<file path="config.mk">
export PLATFORM = sky130hd
export DESIGN_NAME = wb_arbiter_flat
export DESIGN_NICKNAME = d
export VERILOG_FILES = /design/src/rtl/wb_arbiter_if.sv /design/src/rtl/wb_arbiter.sv /design/src/flat_wrapper.sv
export SDC_FILE = /design/constraint.sdc
export NUM_CORES = 1
export LEC_CHECK = 0
export ABC_AREA = 1
export BUFFER_PORTS_ARGS = -buffer_cell sky130_fd_sc_hd__buf_2
export CAP_MARGIN = 20
export CORE_MARGIN = 4
export CORE_UTILIZATION = 41
export CTS_BUF_LIST = sky130_fd_sc_hd__clkbuf_4
export CTS_CLUSTER_SIZE = 14
export DETAILED_ROUTE_END_ITERATION = 8
export HOLD_SLACK_MARGIN = 0.1
export PLACE_DENSITY_LB_ADDON = 0.1
export SLEW_MARGIN = 10
export SYNTH_ARGS = -nofsm -noshare
export SYNTH_HDL_FRONTEND = slang
export SYNTH_SLANG_ARGS = --single-unit
</file>
<file path="constraint.sdc">
create_clock -name clk -period 1.8 [get_ports clk]
set_input_delay 0.27 -clock clk [delete_from_list [all_inputs] [get_ports clk]]
set_output_delay 0.27 -clock clk [all_outputs]
set_load 0.03 [all_outputs]
</file>
<file path="src/rtl/wb_arbiter_if.sv">
// Bundle of the three producer result ports and the register-file write port.
// The arbiter sits on the slave side; producers and the register file sit on the master side.
interface wb_arbiter_if;
    logic        alu_valid;
    logic [4:0]  alu_wa;
    logic [31:0] alu_wd;
    logic        alu_stall;

    logic        lsu_valid;
    logic        lsu_ready;
    logic [4:0]  lsu_wa;
    logic [31:0] lsu_wd;

    logic        mdu_valid;
    logic        mdu_ready;
    logic [4:0]  mdu_wa;
    logic [31:0] mdu_wd;

    logic        Wen;
    logic [4:0]  Wa;
    logic [31:0] Wd;

    modport slave (
        input  alu_valid, alu_wa, alu_wd,
        input  lsu_valid, lsu_wa, lsu_wd,
        input  mdu_valid, mdu_wa, mdu_wd,
        output alu_stall, lsu_ready, mdu_ready,
        output Wen, Wa, Wd
    );

    modport master (
        output alu_valid, alu_wa, alu_wd,
        output lsu_valid, lsu_wa, lsu_wd,
        output mdu_valid, mdu_wa, mdu_wd,
        input  alu_stall, lsu_ready, mdu_ready,
        input  Wen, Wa, Wd
    );
endinterface

</file>
<file path="src/rtl/wb_arbiter.sv">
// Write-back arbiter: ALU-first priority, LSU/MDU round-robin, with wait counters
// that let a slow source override the ALU after STARVE_MAX denied cycles.
module wb_arbiter #(
    parameter int STARVE_MAX = 4
) (
    input  logic         clk,
    input  logic         rst,
    wb_arbiter_if.slave  bus
);

    localparam logic [3:0] WAIT_LIM = 4'(STARVE_MAX);

    logic [3:0]  lsu_wait_q, lsu_wait_d;
    logic [3:0]  mdu_wait_q, mdu_wait_d;
    logic        rr_q, rr_d;
    logic        wen_q, wen_d;
    logic [4:0]  wa_q, wa_d;
    logic [31:0] wd_q, wd_d;

    logic lsu_starved, mdu_starved;
    logic grant_alu, grant_lsu, grant_mdu;

    assign lsu_starved = bus.lsu_valid && (lsu_wait_q == WAIT_LIM);
    assign mdu_starved = bus.mdu_valid && (mdu_wait_q == WAIT_LIM);

    always_comb begin
        grant_alu = 1'b0;
        grant_lsu = 1'b0;
        grant_mdu = 1'b0;
        if (lsu_starved && mdu_starved) begin
            grant_lsu = !rr_q;
            grant_mdu = rr_q;
        end else if (lsu_starved) begin
            grant_lsu = 1'b1;
        end else if (mdu_starved) begin
            grant_mdu = 1'b1;
        end else if (bus.alu_valid) begin
            grant_alu = 1'b1;
        end else if (bus.lsu_valid && bus.mdu_valid) begin
            grant_lsu = !rr_q;
            grant_mdu = rr_q;
        end else begin
            grant_lsu = bus.lsu_valid;
            grant_mdu = bus.mdu_valid;
        end
    end

    assign bus.alu_stall = bus.alu_valid && !grant_alu;
    assign bus.lsu_ready = grant_lsu;
    assign bus.mdu_ready = grant_mdu;

    always_comb begin
        rr_d       = rr_q;
        lsu_wait_d = lsu_wait_q;
        mdu_wait_d = mdu_wait_q;
        wen_d      = 1'b0;
        wa_d       = wa_q;
        wd_d       = wd_q;

        if (grant_lsu)      rr_d = 1'b1;
        else if (grant_mdu) rr_d = 1'b0;

        if (grant_lsu || !bus.lsu_valid)  lsu_wait_d = 4'd0;
        else if (lsu_wait_q != WAIT_LIM)  lsu_wait_d = lsu_wait_q + 4'd1;

        if (grant_mdu || !bus.mdu_valid)  mdu_wait_d = 4'd0;
        else if (mdu_wait_q != WAIT_LIM)  mdu_wait_d = mdu_wait_q + 4'd1;

        // Register 0 writes are consumed but never enabled; address/data still update.
        if (grant_alu) begin
            wa_d = bus.alu_wa;
            wd_d = bus.alu_wd;
        end else if (grant_lsu) begin
            wa_d = bus.lsu_wa;
            wd_d = bus.lsu_wd;
        end else if (grant_mdu) begin
            wa_d = bus.mdu_wa;
            wd_d = bus.mdu_wd;
        end
        if (grant_alu || grant_lsu || grant_mdu) wen_d = (wa_d != 5'd0);
    end

    always_ff @(posedge clk) begin
        if (rst) begin
            lsu_wait_q <= 4'd0;
            mdu_wait_q <= 4'd0;
            rr_q       <= 1'b0;
            wen_q      <= 1'b0;
            wa_q       <= 5'd0;
            wd_q       <= 32'd0;
        end else begin
            lsu_wait_q <= lsu_wait_d;
            mdu_wait_q <= mdu_wait_d;
            rr_q       <= rr_d;
            wen_q      <= wen_d;
            wa_q       <= wa_d;
            wd_q       <= wd_d;
        end
    end

    assign bus.Wen = wen_q;
    assign bus.Wa  = wa_q;
    assign bus.Wd  = wd_q;

endmodule

</file>
<file path="src/flat_wrapper.sv">
// flat-port wrapper written by rule: the top's interface ports become plain ports
module wb_arbiter_flat 
#(
    parameter int STARVE_MAX = 4
)
  (clk, rst, bus_alu_valid, bus_alu_wa, bus_alu_wd, bus_lsu_valid, bus_lsu_wa, bus_lsu_wd, bus_mdu_valid, bus_mdu_wa, bus_mdu_wd, bus_alu_stall, bus_lsu_ready, bus_mdu_ready, bus_Wen, bus_Wa, bus_Wd);
  wb_arbiter_if bus_i ();
  input  logic clk;
  input  logic rst;
  input wire logic [$bits(bus_i.alu_valid)-1:0] bus_alu_valid;
  input wire logic [$bits(bus_i.alu_wa)-1:0] bus_alu_wa;
  input wire logic [$bits(bus_i.alu_wd)-1:0] bus_alu_wd;
  input wire logic [$bits(bus_i.lsu_valid)-1:0] bus_lsu_valid;
  input wire logic [$bits(bus_i.lsu_wa)-1:0] bus_lsu_wa;
  input wire logic [$bits(bus_i.lsu_wd)-1:0] bus_lsu_wd;
  input wire logic [$bits(bus_i.mdu_valid)-1:0] bus_mdu_valid;
  input wire logic [$bits(bus_i.mdu_wa)-1:0] bus_mdu_wa;
  input wire logic [$bits(bus_i.mdu_wd)-1:0] bus_mdu_wd;
  output wire logic [$bits(bus_i.alu_stall)-1:0] bus_alu_stall;
  output wire logic [$bits(bus_i.lsu_ready)-1:0] bus_lsu_ready;
  output wire logic [$bits(bus_i.mdu_ready)-1:0] bus_mdu_ready;
  output wire logic [$bits(bus_i.Wen)-1:0] bus_Wen;
  output wire logic [$bits(bus_i.Wa)-1:0] bus_Wa;
  output wire logic [$bits(bus_i.Wd)-1:0] bus_Wd;
  assign bus_i.alu_valid = bus_alu_valid;
  assign bus_i.alu_wa = bus_alu_wa;
  assign bus_i.alu_wd = bus_alu_wd;
  assign bus_i.lsu_valid = bus_lsu_valid;
  assign bus_i.lsu_wa = bus_lsu_wa;
  assign bus_i.lsu_wd = bus_lsu_wd;
  assign bus_i.mdu_valid = bus_mdu_valid;
  assign bus_i.mdu_wa = bus_mdu_wa;
  assign bus_i.mdu_wd = bus_mdu_wd;
  assign bus_alu_stall = bus_i.alu_stall;
  assign bus_lsu_ready = bus_i.lsu_ready;
  assign bus_mdu_ready = bus_i.mdu_ready;
  assign bus_Wen = bus_i.Wen;
  assign bus_Wa = bus_i.Wa;
  assign bus_Wd = bus_i.Wd;
  wb_arbiter #(.STARVE_MAX(STARVE_MAX)) u_core (.clk(clk), .rst(rst), .bus(bus_i));
endmodule
</file>
Word level (Yosys, flattened, before mapping)
Index checks and enable logic that the tools add are counted.
{"block": "classes", "addsub": 2, "multipliers": 0, "n_div": 0, "magnitude_cmp": 0, "n_eq_ne": 4, "shifts": 0, "n_mux": 22, "bitwise_logic": 1, "n_reduce_logical": 19}
{"op": "$mux W32", "n": 3}
{"op": "$mux W1", "n": 16}
{"op": "$mux W5", "n": 3}
{"op": "$add A4 B1 Y4 const B", "n": 2}
{"op": "$eq A4 B3 Y1 const B", "n": 2}
{"op": "$ne A4 B3 Y1 const B", "n": 2}
{"op": "$reduce_or A2 Y1", "n": 3}
{"op": "$logic_and A1 B1 Y1", "n": 5}
{"op": "$reduce_bool A5 Y1", "n": 1}
{"op": "$logic_not A1 Y1", "n": 4}
{"op": "$logic_or A1 B1 Y1", "n": 4}
{"op": "$reduce_bool A3 Y1", "n": 1}
{"op": "$reduce_bool A2 Y1", "n": 1}
{"op": "$not A1 Y1", "n": 1}
{"block": "totals", "register_bits": 47, "latchBits": 0, "ramBits": 0, "rom_bits": 0, "input_bits": 116, "output_inout_bits": 41, "wordCells": 54, "memories": 0}

Longest topological paths before layout
{"block": "logic_depth", "word_depth": 10, "mapped_depth": 13}

Worst setup path after synthesis
Ideal clock, no wire load.
{"block": "synth_path", "path_type": "reg-to-output", "startpoint": "register u_core.mdu_wait_q[0]", "endpoint": "output bus_alu_stall", "arrival_ps": 1493, "required_time_ps": 1530, "setup_slack_ps": 37, "path_stages_with_launch": 8, "path_buffers": 1, "path_cell_list": "dfxtp_1 inv_1 ha_1 nand4_2 nand2_1 nor2_4 buf_2 nor2_1"}
{"block": "synth_between", "elab_chain_cells": 7}
{"element": "start, declared", "line": "wb_arbiter.sv:14", "text": "logic [3:0] mdu_wait_q, mdu_wait_d;"}
{"element": "start signal, assigned", "line": "wb_arbiter.sv:93", "text": "mdu_wait_q <= mdu_wait_d;"}
{"element": "$eq A4 B3 Y1 *", "line": "wb_arbiter.sv:24", "text": "assign mdu_starved = bus.mdu_valid && (mdu_wait_q == WAIT_LIM);"}
{"element": "$logic_and A1 B1 Y1 *", "line": "wb_arbiter.sv:24"}
{"element": "$mux W1", "line": "wb_arbiter.sv:35", "text": "end else if (mdu_starved) begin"}
{"element": "$mux W1", "line": "wb_arbiter.sv:33", "text": "end else if (lsu_starved) begin"}
{"element": "$mux W1 *", "line": "wb_arbiter.sv:30", "text": "if (lsu_starved && mdu_starved) begin"}
{"element": "$logic_not A1 Y1 *", "line": "wb_arbiter.sv:48", "text": "assign bus.alu_stall = bus.alu_valid && !grant_alu;"}
{"element": "$logic_and A1 B1 Y1 *", "line": "wb_arbiter.sv:48"}
{"element": "end, declared", "line": "flat_wrapper.sv:19", "text": "output wire logic [$bits(bus_i.alu_stall)-1:0] bus_alu_stall;"}
Mark *: on every way between the ends. The rest lies on a longest branch, timed or not.

Worst setup path in the final report
{"block": "layout_path", "startpoint": "register u_core.lsu_wait_q[0]", "endpoint": "output bus_lsu_ready"}
{"block": "layout_between", "elab_chain_cells": 4}
{"element": "start, declared", "line": "wb_arbiter.sv:13", "text": "logic [3:0] lsu_wait_q, lsu_wait_d;"}
{"element": "start signal, assigned", "line": "wb_arbiter.sv:92", "text": "lsu_wait_q <= lsu_wait_d;"}
{"element": "$eq A4 B3 Y1 *", "line": "wb_arbiter.sv:23", "text": "assign lsu_starved = bus.lsu_valid && (lsu_wait_q == WAIT_LIM);"}
{"element": "$logic_and A1 B1 Y1 *", "line": "wb_arbiter.sv:23"}
{"element": "$mux W1 or $logic_and A1 B1 Y1 (tied branches)", "line": "wb_arbiter.sv:33, wb_arbiter.sv:30"}
{"element": "$mux W1 *", "line": "wb_arbiter.sv:30"}
{"element": "end, declared", "line": "flat_wrapper.sv:20", "text": "output wire logic [$bits(bus_i.lsu_ready)-1:0] bus_lsu_ready;"}
Marked as above.

==> impl_metrics.py <==
metrics = {
    "clocking": {
        "clockBufferDepth": 2,
        "clk_pin_slew_ns": 0.13,
        "cts_sinks": 47,
        "clockRootBuffer": "clkbuf_4",
        "htreeDepth": 2,
        "cts_tree": "done",
        "worstSkewPairLatency_ns": 0.35,
        "numCtsBuffers": 5,
        "cts-hold-fix-buffers": 0,
    },
    "cells_and_area": {
        "fin_nets": 675,
        "area_growth_pct": 49.4,
        "fill_cells": 601,
        "drive_gt1_share_pct": 43.5,
        "antenna_cells": 0,
    },
    "critical_path": {
        "crit_buf_inv": 4,
        "crit_family": "buffers and inverters",
        "path_cells": "inv_2, ha_4, nand4_4, inv_4, nand2_4, nand2_4, buf_8, buf_6",
        "arrival_ns": 1.54,
        "setup.worst_path.class": "flop to output pin",
        "slowest_stage": "dfxtp_2",
        "critPathMaxStageDelay_ns": 0.35,
        "cp-start-kind": "flop",
        "path_common_cell": "nand2_4",
        "worstPathRequired_ns": 1.53,
        "cp_max_fo": 3,
        "cp-end-kind": "output pin",
    },
    "drt": {
        "routed_wirelength_mm": 8.59,
        "vias_per_cell": 5.05,
        "final_antenna_net_count": 0,
        "wl_per_cell_um": 13.6,
        "drt_iter0_drc": 105,
        "remaining_drc_errors": 0,
        "via_count": 3194,
        "dr.pass1.iters": 4,
    },
    "synthesis": {
        "synth_area_per_cell_sq_um": 7.14,
        "syn_nets": 492,
        "netlist_area_sq_mm": 0.00266,
        "synth_area_leader_cell": "dfxtp_1",
        "yosysTopAreaCellShare_pct": 35.4,
        "netlist_top_cells_area": "dfxtp_1 (35%), nand2_1 (18%), nand3_1 (8.1%)",
        "yosys_warnings": 0,
        "yosys.cell_count.top_type": "nand2_1",
        "synth_top_flop_cell": "dfxtp_1",
        "yosys-top-cells-count": "nand2_1 (125), dfxtp_1 (47), nand3_1 (43), a21oi_1 (25), nor2_1 (18)",
        "ys_seq_elements": 47,
        "async_flop_share_pct": 0,
        "synth_edf_count": 0,
        "synthCells": 372,
        "synth_cell_types": 27,
        "ys_seq_area_share_pct": 35.4,
    },
    "floorplan": {
        "start_util_pct": 42.1,
        "core-area_sq_mm": 0.00631,
        "die_h_um": 88.5,
        "io_pins": 157,
        "rows": 29,
        "die_area_sq_mm": 0.00783,
        "die_width_um": 88.5,
    },
    "status": {
        "status": "finished, violations left",
        "violations": "negative setup slack",
    },
    "grt": {
        "grt_overflow_total": 0,
        "antenna_found_initial": 0,
        "grt_usage_pct": 21.3,
        "grt_pass1_vias": 2944,
        "grt_pass1_wl_mm": 13.3,
        "grt_max_degree": 25,
    },
    "sta": {
        "finalHoldViolCount": 0,
        "worst_slew_pin_slew_ns": 0.397,
        "grt_setup_unrepaired": "yes",
        "max_freq_mhz": 553,
        "worst_slack_ns": -0.00691,
        "fin_skew_ns": 0.00751,
        "period_share_pct": 100,
        "setup_viol": 1,
        "slew_viol_final": 0,
        "min_period_ns": 1.81,
        "slew_headroom_pct": 73.5,
    },
    "power": {
        "ir_drop_mv": 0.311,
        "leakagePower_nw": 2.07,
        "power_mw": 2.67,
        "power_density_mw_per_mm2": 672,
    },
    "place": {
        "hpwlAfterDp_mm": 6.48,
        "place_congestion": 0.895,
        "post-place-ws_ns": -0.0695,
        "port_buffers": 156,
    },
    "job": {
        "maxCapViolCount": 0,
    },
    "worst_hold_path": {
        "hp-class": "input pin to flop",
    },
}
kinds of logic after synthesis:
family	synth area share, %
flops	35.4
compound gates	16.9
buf+inv	9.09
fa+ha+maj	1.88
simple gates	35.7
xor+xnor	0.989
registers in the layout, indices dropped and copies added (netlist names):
register / cells
u_core.bus.Wd: 32
u_core.bus.Wa: 5
u_core.lsu_wait_q: 4
u_core.bus.Wen: 1
u_core.mdu_wait_q: 4
u_core.rr_q: 1
metrics by stage:
step | hold WS (ns) | utilization (%) | area, sq um | cells | TNS, ns
global route | 0.147 | 62.9 | 3970 | 633 | -1.96
floorplan | 0.424 | - | 2660 | 372 | 0
detailed placement | 0.434 | 57.5 | 3630 | 613 | -0.720
CTS | 0.134 | 61.3 | 3870 | 630 | -0.00265
global placement | 0.435 | 57.5 | 3630 | 613 | 0
finish | 0.147 | 62.9 | 3970 | 633 | -0.00691
metal layers:
layer  GRT usage, %  part of all wire [%]  up-vias
met2           36.4                    50      119
met4           5.63                   1.0        0
met3           5.96                   9.0        8
li1               -                     -     1630
met5              0                     0        -
met1           26.4                    40     1437
where the power goes:
part / total, mW / switching, mW / internal (mW)
logic: 0.874 / 0.515 / 0.359
registers: 1.17 / 0.0435 / 1.13
clock network: 0.623 / 0.337 / 0.286
cell type report:
cell class / count / area [sq um] / share of cell area [%]
tap: 77 / 96.3 / 2.43
sequential: 47 / 946 / 23.8
inverter: 22 / 97.6 / 2.46
clock buffer: 5 / 37.5 / 0.946
timing repair buffer: 197 / 1200 / 30.1
clock inverter: 3 / 38.8 / 0.977
multi-input combinational: 282 / 1560 / 39.2
layout by cell type (no fill, tap or decap), types with 3 or more instances in the layout:
cell / synthesis / routed
buf_12: 0 / 3
o2111ai_1: 17 / 17
nand4_1: 4 / 4
or2_2: 6 / 6
o211ai_1: 15 / 15
dfxtp_2: 0 / 4
buf_2: 8 / 153
inv_1: 17 / 13
buf_6: 7 / 8
clkbuf_4: 0 / 5
nand3_1: 43 / 43
nor2_1: 18 / 17
nand2_4: 3 / 4
nor2_4: 1 / 3
a21oi_1: 25 / 24
inv_2: 4 / 5
nand2_1: 125 / 123
dfxtp_1: 47 / 43
o21ai_0: 8 / 7
buf_4: 3 / 30
final timing paths:
check                  startpoint           endpoint  slack [ns]  cells after the start
min reg2reg      u_core.bus.Wd[9]   u_core.bus.Wd[9]        0.46                      2
max reg2reg  u_core.lsu_wait_q[0]  u_core.bus.Wd[22]           0                     11
max          u_core.lsu_wait_q[0]      bus_lsu_ready      -0.007                      8
min                bus_alu_wd[21]  u_core.bus.Wd[21]        0.15                      3
tightest hold or removal path, cell delays in order:
cell,delay (ns)
buf_2,0.07
o211ai_1,0.08
nand2_1,0.06
repair_timing:
item | in CTS | in global routing
gates resized for setup | 27 | 17
hold endpoints to repair | 0 | 0
setup buffers | 9 | 1
setup endpoints to repair | 34 | 35
cloned | 0 | 2
pin swaps | 6 | 1
Note: power is estimated with default switching activity, not from simulation.
